<file path="config.mk">
export PLATFORM = sky130hd
export DESIGN_NAME = alu_req_arbiter_flat
export DESIGN_NICKNAME = d
export VERILOG_FILES = /design/src/rtl/alu_pkg.sv /design/src/rtl/alu_req_arbiter_if.sv /design/src/rtl/alu_req_arbiter_rr_arbiter2.sv /design/src/rtl/alu_req_arbiter.sv /design/src/flat_wrapper.sv
export SDC_FILE = /design/constraint.sdc
export NUM_CORES = 1
export LEC_CHECK = 0
export BUFFER_PORTS_ARGS = -buffer_cell sky130_fd_sc_hd__buf_2
export CORE_MARGIN = 2
export CORE_UTILIZATION = 40
export DETAILED_ROUTE_END_ITERATION = 8
export PLACE_DENSITY_LB_ADDON = 0.2
export SLEW_MARGIN = 20
export SYNTH_ARGS = -nofsm -noshare
export SYNTH_HDL_FRONTEND = slang
export SYNTH_HIERARCHICAL = 1
export SYNTH_SLANG_ARGS = --single-unit
</file>
<file path="constraint.sdc">
create_clock -name clk -period 4.4 [get_ports clk]
set_input_delay 0.22 -clock clk [delete_from_list [all_inputs] [get_ports clk]]
set_output_delay 0.22 -clock clk [all_outputs]
set_load 0.02 [all_outputs]
</file>
<file path="src/rtl/alu_pkg.sv">
// Shared definitions for the 4-bit ALU request path: opcodes, sequencer
// states and the ALU result width.
package alu_pkg;

  localparam int ALU_W = 5;

  localparam logic [3:0] OP_ADD   = 4'd0;
  localparam logic [3:0] OP_SUB   = 4'd1;
  localparam logic [3:0] OP_MUL   = 4'd2;
  localparam logic [3:0] OP_DIV   = 4'd3;
  localparam logic [3:0] OP_AND   = 4'd4;
  localparam logic [3:0] OP_OR    = 4'd5;
  localparam logic [3:0] OP_XOR   = 4'd6;
  localparam logic [3:0] OP_NOT   = 4'd7;
  localparam logic [3:0] OP_SHL   = 4'd8;
  localparam logic [3:0] OP_SHR   = 4'd9;
  localparam logic [3:0] OP_ROL   = 4'd10;
  localparam logic [3:0] OP_ROR   = 4'd11;
  localparam logic [3:0] OP_CMP   = 4'd12;
  localparam logic [3:0] OP_PASSA = 4'd13;
  localparam logic [3:0] OP_PASSB = 4'd14;
  localparam logic [3:0] OP_INC   = 4'd15;

  typedef enum logic [1:0] {
    IDLE = 2'd0,
    EXEC = 2'd1,
    RESP = 2'd2
  } state_t;

endpackage

</file>
<file path="src/rtl/alu_req_arbiter_if.sv">
// Request/response bundle between two requesters and the ALU sequencer.
// Requester i occupies nibble [4i+3:4i] of the packed operand/opcode fields.
interface alu_req_arbiter_if;
  import alu_pkg::*;

  logic [1:0]       req_valid;
  logic [1:0]       req_ready;
  logic [7:0]       req_a;
  logic [7:0]       req_b;
  logic [7:0]       req_op;
  logic             rsp_valid;
  logic             rsp_ready;
  logic             rsp_id;
  logic [ALU_W-1:0] rsp_result;
  logic             rsp_err;

  modport master (
    output req_valid, req_a, req_b, req_op, rsp_ready,
    input  req_ready, rsp_valid, rsp_id, rsp_result, rsp_err
  );

  modport slave (
    input  req_valid, req_a, req_b, req_op, rsp_ready,
    output req_ready, rsp_valid, rsp_id, rsp_result, rsp_err
  );

endinterface

</file>
<file path="src/rtl/alu_req_arbiter_rr_arbiter2.sv">
// Two-way round-robin grant: a lone request wins outright, a tie goes to
// the requester that did not win last time.
module rr_arbiter2 (
  input  logic [1:0] req,
  input  logic       last_grant,
  output logic [1:0] grant,
  output logic       grant_idx
);

  // Pick the winner and express it both as an index and one-hot
  always_comb begin
    grant     = '0;
    grant_idx = 1'b0;
    case (req)
      2'b01: begin grant = 2'b01; grant_idx = 1'b0; end
      2'b10: begin grant = 2'b10; grant_idx = 1'b1; end
      2'b11: begin
        grant_idx = ~last_grant;
        grant     = last_grant ? 2'b01 : 2'b10;
      end
      default: begin grant = '0; grant_idx = 1'b0; end
    endcase
  end

endmodule

</file>
<file path="src/rtl/alu_req_arbiter.sv">
// Round-robin sequencer in front of the shared combinational 4-bit ALU.
// One operation in flight: accept in IDLE, sample ALU in EXEC, hold the
// tagged response in RESP until it is taken.
module alu_req_arbiter
  import alu_pkg::*;
#(
  parameter int NREQ  = 2,
  parameter int CNT_W = 8
) (
  input  logic             clk,
  input  logic             rst,
  alu_req_arbiter_if.slave bus,
  output logic [15:0]      alu_sw,
  input  logic [ALU_W-1:0] alu_led,
  output logic             busy,
  output logic [CNT_W-1:0] done_count
);

  state_t            r_state;
  state_t            w_next;
  logic [15:0]       r_alu_sw;
  logic              r_rsp_id;
  logic [ALU_W-1:0]  r_rsp_result;
  logic              r_rsp_err;
  logic              r_last_grant;
  logic [CNT_W-1:0]  r_done_count;

  logic [NREQ-1:0]   w_grant;
  logic              w_grant_idx;
  logic [NREQ-1:0]   w_ready;
  logic              w_accept;
  logic              w_rsp_fire;
  logic              w_div0;
  logic [3:0]        w_a;
  logic [3:0]        w_b;
  logic [3:0]        w_op;

  rr_arbiter2 u_arb (
    .req        (bus.req_valid),
    .last_grant (r_last_grant),
    .grant      (w_grant),
    .grant_idx  (w_grant_idx)
  );

  // Fields of the granted requester, used only in the accept cycle
  always_comb begin
    w_a  = w_grant_idx ? bus.req_a[7:4]  : bus.req_a[3:0];
    w_b  = w_grant_idx ? bus.req_b[7:4]  : bus.req_b[3:0];
    w_op = w_grant_idx ? bus.req_op[7:4] : bus.req_op[3:0];
  end

  // Next state and request-side ready; ready only ever offered in IDLE
  always_comb begin
    w_next  = r_state;
    w_ready = '0;
    case (r_state)
      IDLE: begin
        w_ready = w_grant;
        if (|(bus.req_valid & w_grant)) w_next = EXEC;
      end
      EXEC: w_next = RESP;
      RESP: if (bus.rsp_ready) w_next = IDLE;
      default: w_next = IDLE;
    endcase
  end

  assign w_accept   = (r_state == IDLE) && |(bus.req_valid & w_grant);
  assign w_rsp_fire = (r_state == RESP) && bus.rsp_ready;
  assign w_div0     = (r_alu_sw[11:8] == OP_DIV) && (r_alu_sw[7:4] == 4'd0);

  // State register
  always_ff @(posedge clk or posedge rst) begin
    if (rst) r_state <= IDLE;
    else     r_state <= w_next;
  end

  // Capture the accepted request onto the ALU switch bus and tag it
  always_ff @(posedge clk or posedge rst) begin
    if (rst) begin
      r_alu_sw <= '0;
      r_rsp_id <= 1'b0;
    end else if (w_accept) begin
      r_alu_sw <= {4'h0, w_op, w_b, w_a};
      r_rsp_id <= w_grant_idx;
    end
  end

  // Sample the settled ALU result, substituting the divide-by-zero code
  always_ff @(posedge clk or posedge rst) begin
    if (rst) begin
      r_rsp_result <= '0;
      r_rsp_err    <= 1'b0;
    end else if (r_state == EXEC) begin
      if (w_div0) begin
        r_rsp_result <= 5'h1F;
        r_rsp_err    <= 1'b1;
      end else begin
        r_rsp_result <= alu_led;
        r_rsp_err    <= 1'b0;
      end
    end
  end

  // Completion bookkeeping: count responses and remember who was served
  always_ff @(posedge clk or posedge rst) begin
    if (rst) begin
      r_done_count <= '0;
      r_last_grant <= 1'b1;
    end else if (w_rsp_fire) begin
      r_done_count <= r_done_count + 1'b1;
      r_last_grant <= r_rsp_id;
    end
  end

  assign bus.req_ready  = w_ready;
  assign bus.rsp_valid  = (r_state == RESP);
  assign bus.rsp_id     = r_rsp_id;
  assign bus.rsp_result = r_rsp_result;
  assign bus.rsp_err    = r_rsp_err;
  assign alu_sw         = r_alu_sw;
  assign busy           = (r_state != IDLE);
  assign done_count     = r_done_count;

endmodule

</file>
<file path="src/flat_wrapper.sv">
// flat-port wrapper written by rule: the top's interface ports become plain ports
module alu_req_arbiter_flat import alu_pkg::*;
#(
  parameter int NREQ  = 2,
  parameter int CNT_W = 8
)
  (clk, rst, alu_sw, alu_led, busy, done_count, bus_req_valid, bus_req_a, bus_req_b, bus_req_op, bus_rsp_ready, bus_req_ready, bus_rsp_valid, bus_rsp_id, bus_rsp_result, bus_rsp_err);
  alu_req_arbiter_if bus_i ();
  input  logic clk;
  input  logic rst;
  output logic [15:0] alu_sw;
  input  logic [ALU_W-1:0] alu_led;
  output logic busy;
  output logic [CNT_W-1:0] done_count;
  input wire logic [$bits(bus_i.req_valid)-1:0] bus_req_valid;
  input wire logic [$bits(bus_i.req_a)-1:0] bus_req_a;
  input wire logic [$bits(bus_i.req_b)-1:0] bus_req_b;
  input wire logic [$bits(bus_i.req_op)-1:0] bus_req_op;
  input wire logic [$bits(bus_i.rsp_ready)-1:0] bus_rsp_ready;
  output wire logic [$bits(bus_i.req_ready)-1:0] bus_req_ready;
  output wire logic [$bits(bus_i.rsp_valid)-1:0] bus_rsp_valid;
  output wire logic [$bits(bus_i.rsp_id)-1:0] bus_rsp_id;
  output wire logic [$bits(bus_i.rsp_result)-1:0] bus_rsp_result;
  output wire logic [$bits(bus_i.rsp_err)-1:0] bus_rsp_err;
  assign bus_i.req_valid = bus_req_valid;
  assign bus_i.req_a = bus_req_a;
  assign bus_i.req_b = bus_req_b;
  assign bus_i.req_op = bus_req_op;
  assign bus_i.rsp_ready = bus_rsp_ready;
  assign bus_req_ready = bus_i.req_ready;
  assign bus_rsp_valid = bus_i.rsp_valid;
  assign bus_rsp_id = bus_i.rsp_id;
  assign bus_rsp_result = bus_i.rsp_result;
  assign bus_rsp_err = bus_i.rsp_err;
  alu_req_arbiter #(.NREQ(NREQ), .CNT_W(CNT_W)) u_core (.clk(clk), .rst(rst), .bus(bus_i), .alu_sw(alu_sw), .alu_led(alu_led), .busy(busy), .done_count(done_count));
endmodule
</file>
==> out/metrics.yaml <==
worst_setup_path:
  cp_num_buf_inv: 0
  worst_ep_arrival_time_ps: 1970
  cp_slowest_stage_delay_ps: 550
  cp_top_family: "multiplexers"
  cp_max_fo: 13
  criticalPathCategory: "reg2reg"
  worstPathCellList: "a21boi_2 > mux2_2 > mux2_1"
  crit_path_end_kind: "flop"
  worstPathRequired_ps: 4610
  slowest_stage: "a21boi_2"
  start_kind: "flop"
routing:
  drtPass1Iterations: 4
  wirelength_um: 3010
  vias: 1123
  drc: 0
  drt_iter0_drc: 19
  wl_per_cell_um: 12.8
  viasPerCell: 4.76
  detail-route-antenna-nets: 0
cts:
  h-tree-depth: 2
  postCtsSetupRepairBufs: 0
  cts_root_buf: "clkbuf_4"
  clk_latency_ps: 330
  cts_sinks: 30
  clockBufferDepth: 2
  path_clk_slew_ps: 90
  cts_tree: "yes"
  numCtsBuffers: 5
  cts_resized: 0
  cts-hold-fix-buffers: 0
timing:
  rsz0062_at_grt: "no"
  drv_slew: 0
  worst_pin_slew_ps: 701
  setup_viol: 0
  min_period_over_period_pct: 40.1
  finalHoldViolations: 0
  max_freq_mhz: 567
  relSlewSlack_pct: 53.0
  fin_hold_ws_ps: 119
  tns_ps: 0
  period_minus_slack_ps: 1760
  fin_worst_skew_ps: 3.76
grt:
  antenna_found_initial: 0
  grt_max_degree: 31
  grt_use_total_pct: 16.4
  overflow: 0
  grt_pass1_wl_um: 5150
  grt_pass1_vias: 1153
synthesis:
  syn_area_mm2: 0.00145
  seq_area_frac_synth_pct: 51.9
  async_flop_share_pct: 100
  syn_avg_cell_area_um2: 12.0
  synth_cells: 121
  synth-main-ff-cell: "dfrtp_1"
  synth_edf_count: 0
  ys_seq_elements: 30
  synth_cell_types: 31
  yosysWarnings: 6
power:
  ir_drop_v: 0.000296
  power_leakage_uw: 0.000947
  cellPowerDensity_mw_per_mm2: 633
hold_path:
  hold_path_class: "in2reg"
placed_design:
  gp_congestion: 0.679
  numPortBuffers: 64
  dpl.hpwl_um: 2340
flow_run:
  max-cap-violations: 0
die:
  die_h_um: 64.2
  dieArea_mm2: 0.00412
  initial_utilization_pct: 42.4
  fp.dieW_um: 64.2
  fp-row-count: 21
  io_pins: 69
  coreArea_mm2: 0.00342
outcome:
  outcome: "complete, no violations"
finish:
  final_nets: 224
  fill_cells: 330
  n_antenna_cell: 0
  final_layout_size_suffix_gt1_share_pct: 47.9
  syn_to_final_growth_pct: 28.5
[metrics by stage]
step / util, % / std cells / setup slack (ps) / power (uW) / instance area (um^2)
floorplan: - / 124 / 2670 / 841 / 1460
global placement: 52.3 / 227 / 2300 / 1000 / 1790
detailed placement: 52.3 / 227 / 2220 / 1020 / 1790
CTS: 54.1 / 235 / 2220 / 1200 / 1850
global route: 54.5 / 236 / 2540 / 1270 / 1860
finish: 54.5 / 236 / 2640 / 1180 / 1860
[where the power goes]
| group | total (uW) | switching [uW] | internal [uW] |
|---|---|---|---|
| registers | 483 | 88.7 | 394 |
| logic | 529 | 317 | 212 |
| clock network | 166 | 88.4 | 77.3 |
| total | 1180 | 494 | 684 |
[metal layers]
metal	part of all wire (%)	wire length (um)	GRT usage (%)
met1	42	1250	18.6
met2	47	1410	26.8
met3	9.1	275	6.16
met4	2.5	74	8.78
met5	0	0	0
[flip-flops by register name, summed over array words and instances, names as in the netlist]
| register | cells |
|---|---|
| u_core/alu_sw | 12 |
| u_core/bus.rsp_err | 1 |
| u_core/bus.rsp_id | 1 |
| u_core/bus.rsp_result | 5 |
| u_core/done_count | 8 |
| u_core/r_last_grant | 1 |
| u_core/r_state | 2 |
[final timing paths]
path	startpoint	to	slack [ps]	depth (start not counted)
max in group asynchronous	rst	u_core/alu_sw[5]$_DFFE_PP0P_	3490	3
min in group asynchronous	rst	u_core/done_count[7]$_DFFE_PP0P_	510	3
worst max-delay path	u_core/r_last_grant$_DFFE_PP1P_	u_core/alu_sw[6]$_DFFE_PP0P_	2640	3
worst min-delay path	bus_rsp_ready	u_core/r_state[1]$_DFFE_PP0P_	120	2
worst min register to register	u_core/done_count[7]$_DFFE_PP0P_	u_core/done_count[7]$_DFFE_PP0P_	470	1
worst max register to register	u_core/r_last_grant$_DFFE_PP1P_	u_core/alu_sw[6]$_DFFE_PP0P_	2640	3
[worst register-to-register path: stages, from the launching register on]
cell,delay (ps)
dfstp_2,390
a21boi_2,550
mux2_2,400
mux2_1,300
[placed cells by master, fill, tap and decap left out, drive strengths merged]
cell	n
a21boi	3
a21oi	5
a22oi	1
and3	1
and4b	1
buf	64
clkbuf	7
clkinv	1
conb	4
dfrtp	29
dfstp	1
dlygate4sd3	1
ha	1
inv	5
mux2	27
nand2	2
nand2b	2
nand3	3
nand3b	1
nand4	2
nor2	15
nor2b	1
nor3	2
nor4	1
o21ai	2
or2	1
xnor2	3
xor2	4
[area by class of cell]
class                      instances  area [um^2]  share of cell area, %
sequential                        30          752                   40.4
timing repair buffer              65          330                   17.8
clock inverter                     1         5.00                  0.269
multi-input combinational         82          642                   34.5
clock buffer                       7         55.1                   2.96
inverter                           5         18.8                   1.01
tap                               46         57.6                   3.09
[synthesized netlist by cell type (all sizes together), types with 2 or more instances]
cell,count,area [um^2]
dfrtp,29,726
o21ai,2,10.0
xnor2,3,26.3
a21oi,5,25.0
nor2,15,72.6
nand3,3,15.0
nor3,2,10.0
buf,7,50.0
mux2,27,304
a21boi,3,22.5
nand4,2,12.5
xor2,4,35.0
inv,5,18.8
nand2,2,7.51
nand2b,2,12.5
[cells by family after synthesis]
family / after synthesis / synth area share, %
AO/OA/AOI/OAI: 11 / 4.84
XOR/XNOR: 7 / 4.24
adder cells (fa/ha/maj): 1 / 0.864
buffers and inverters: 12 / 4.75
flip-flops: 30 / 51.9
multiplexers: 27 / 21.0
other: 1 / 0.259
AND/OR/NAND/NOR: 32 / 12.1
No activity file was read; power rests on OpenSTA's default activity.
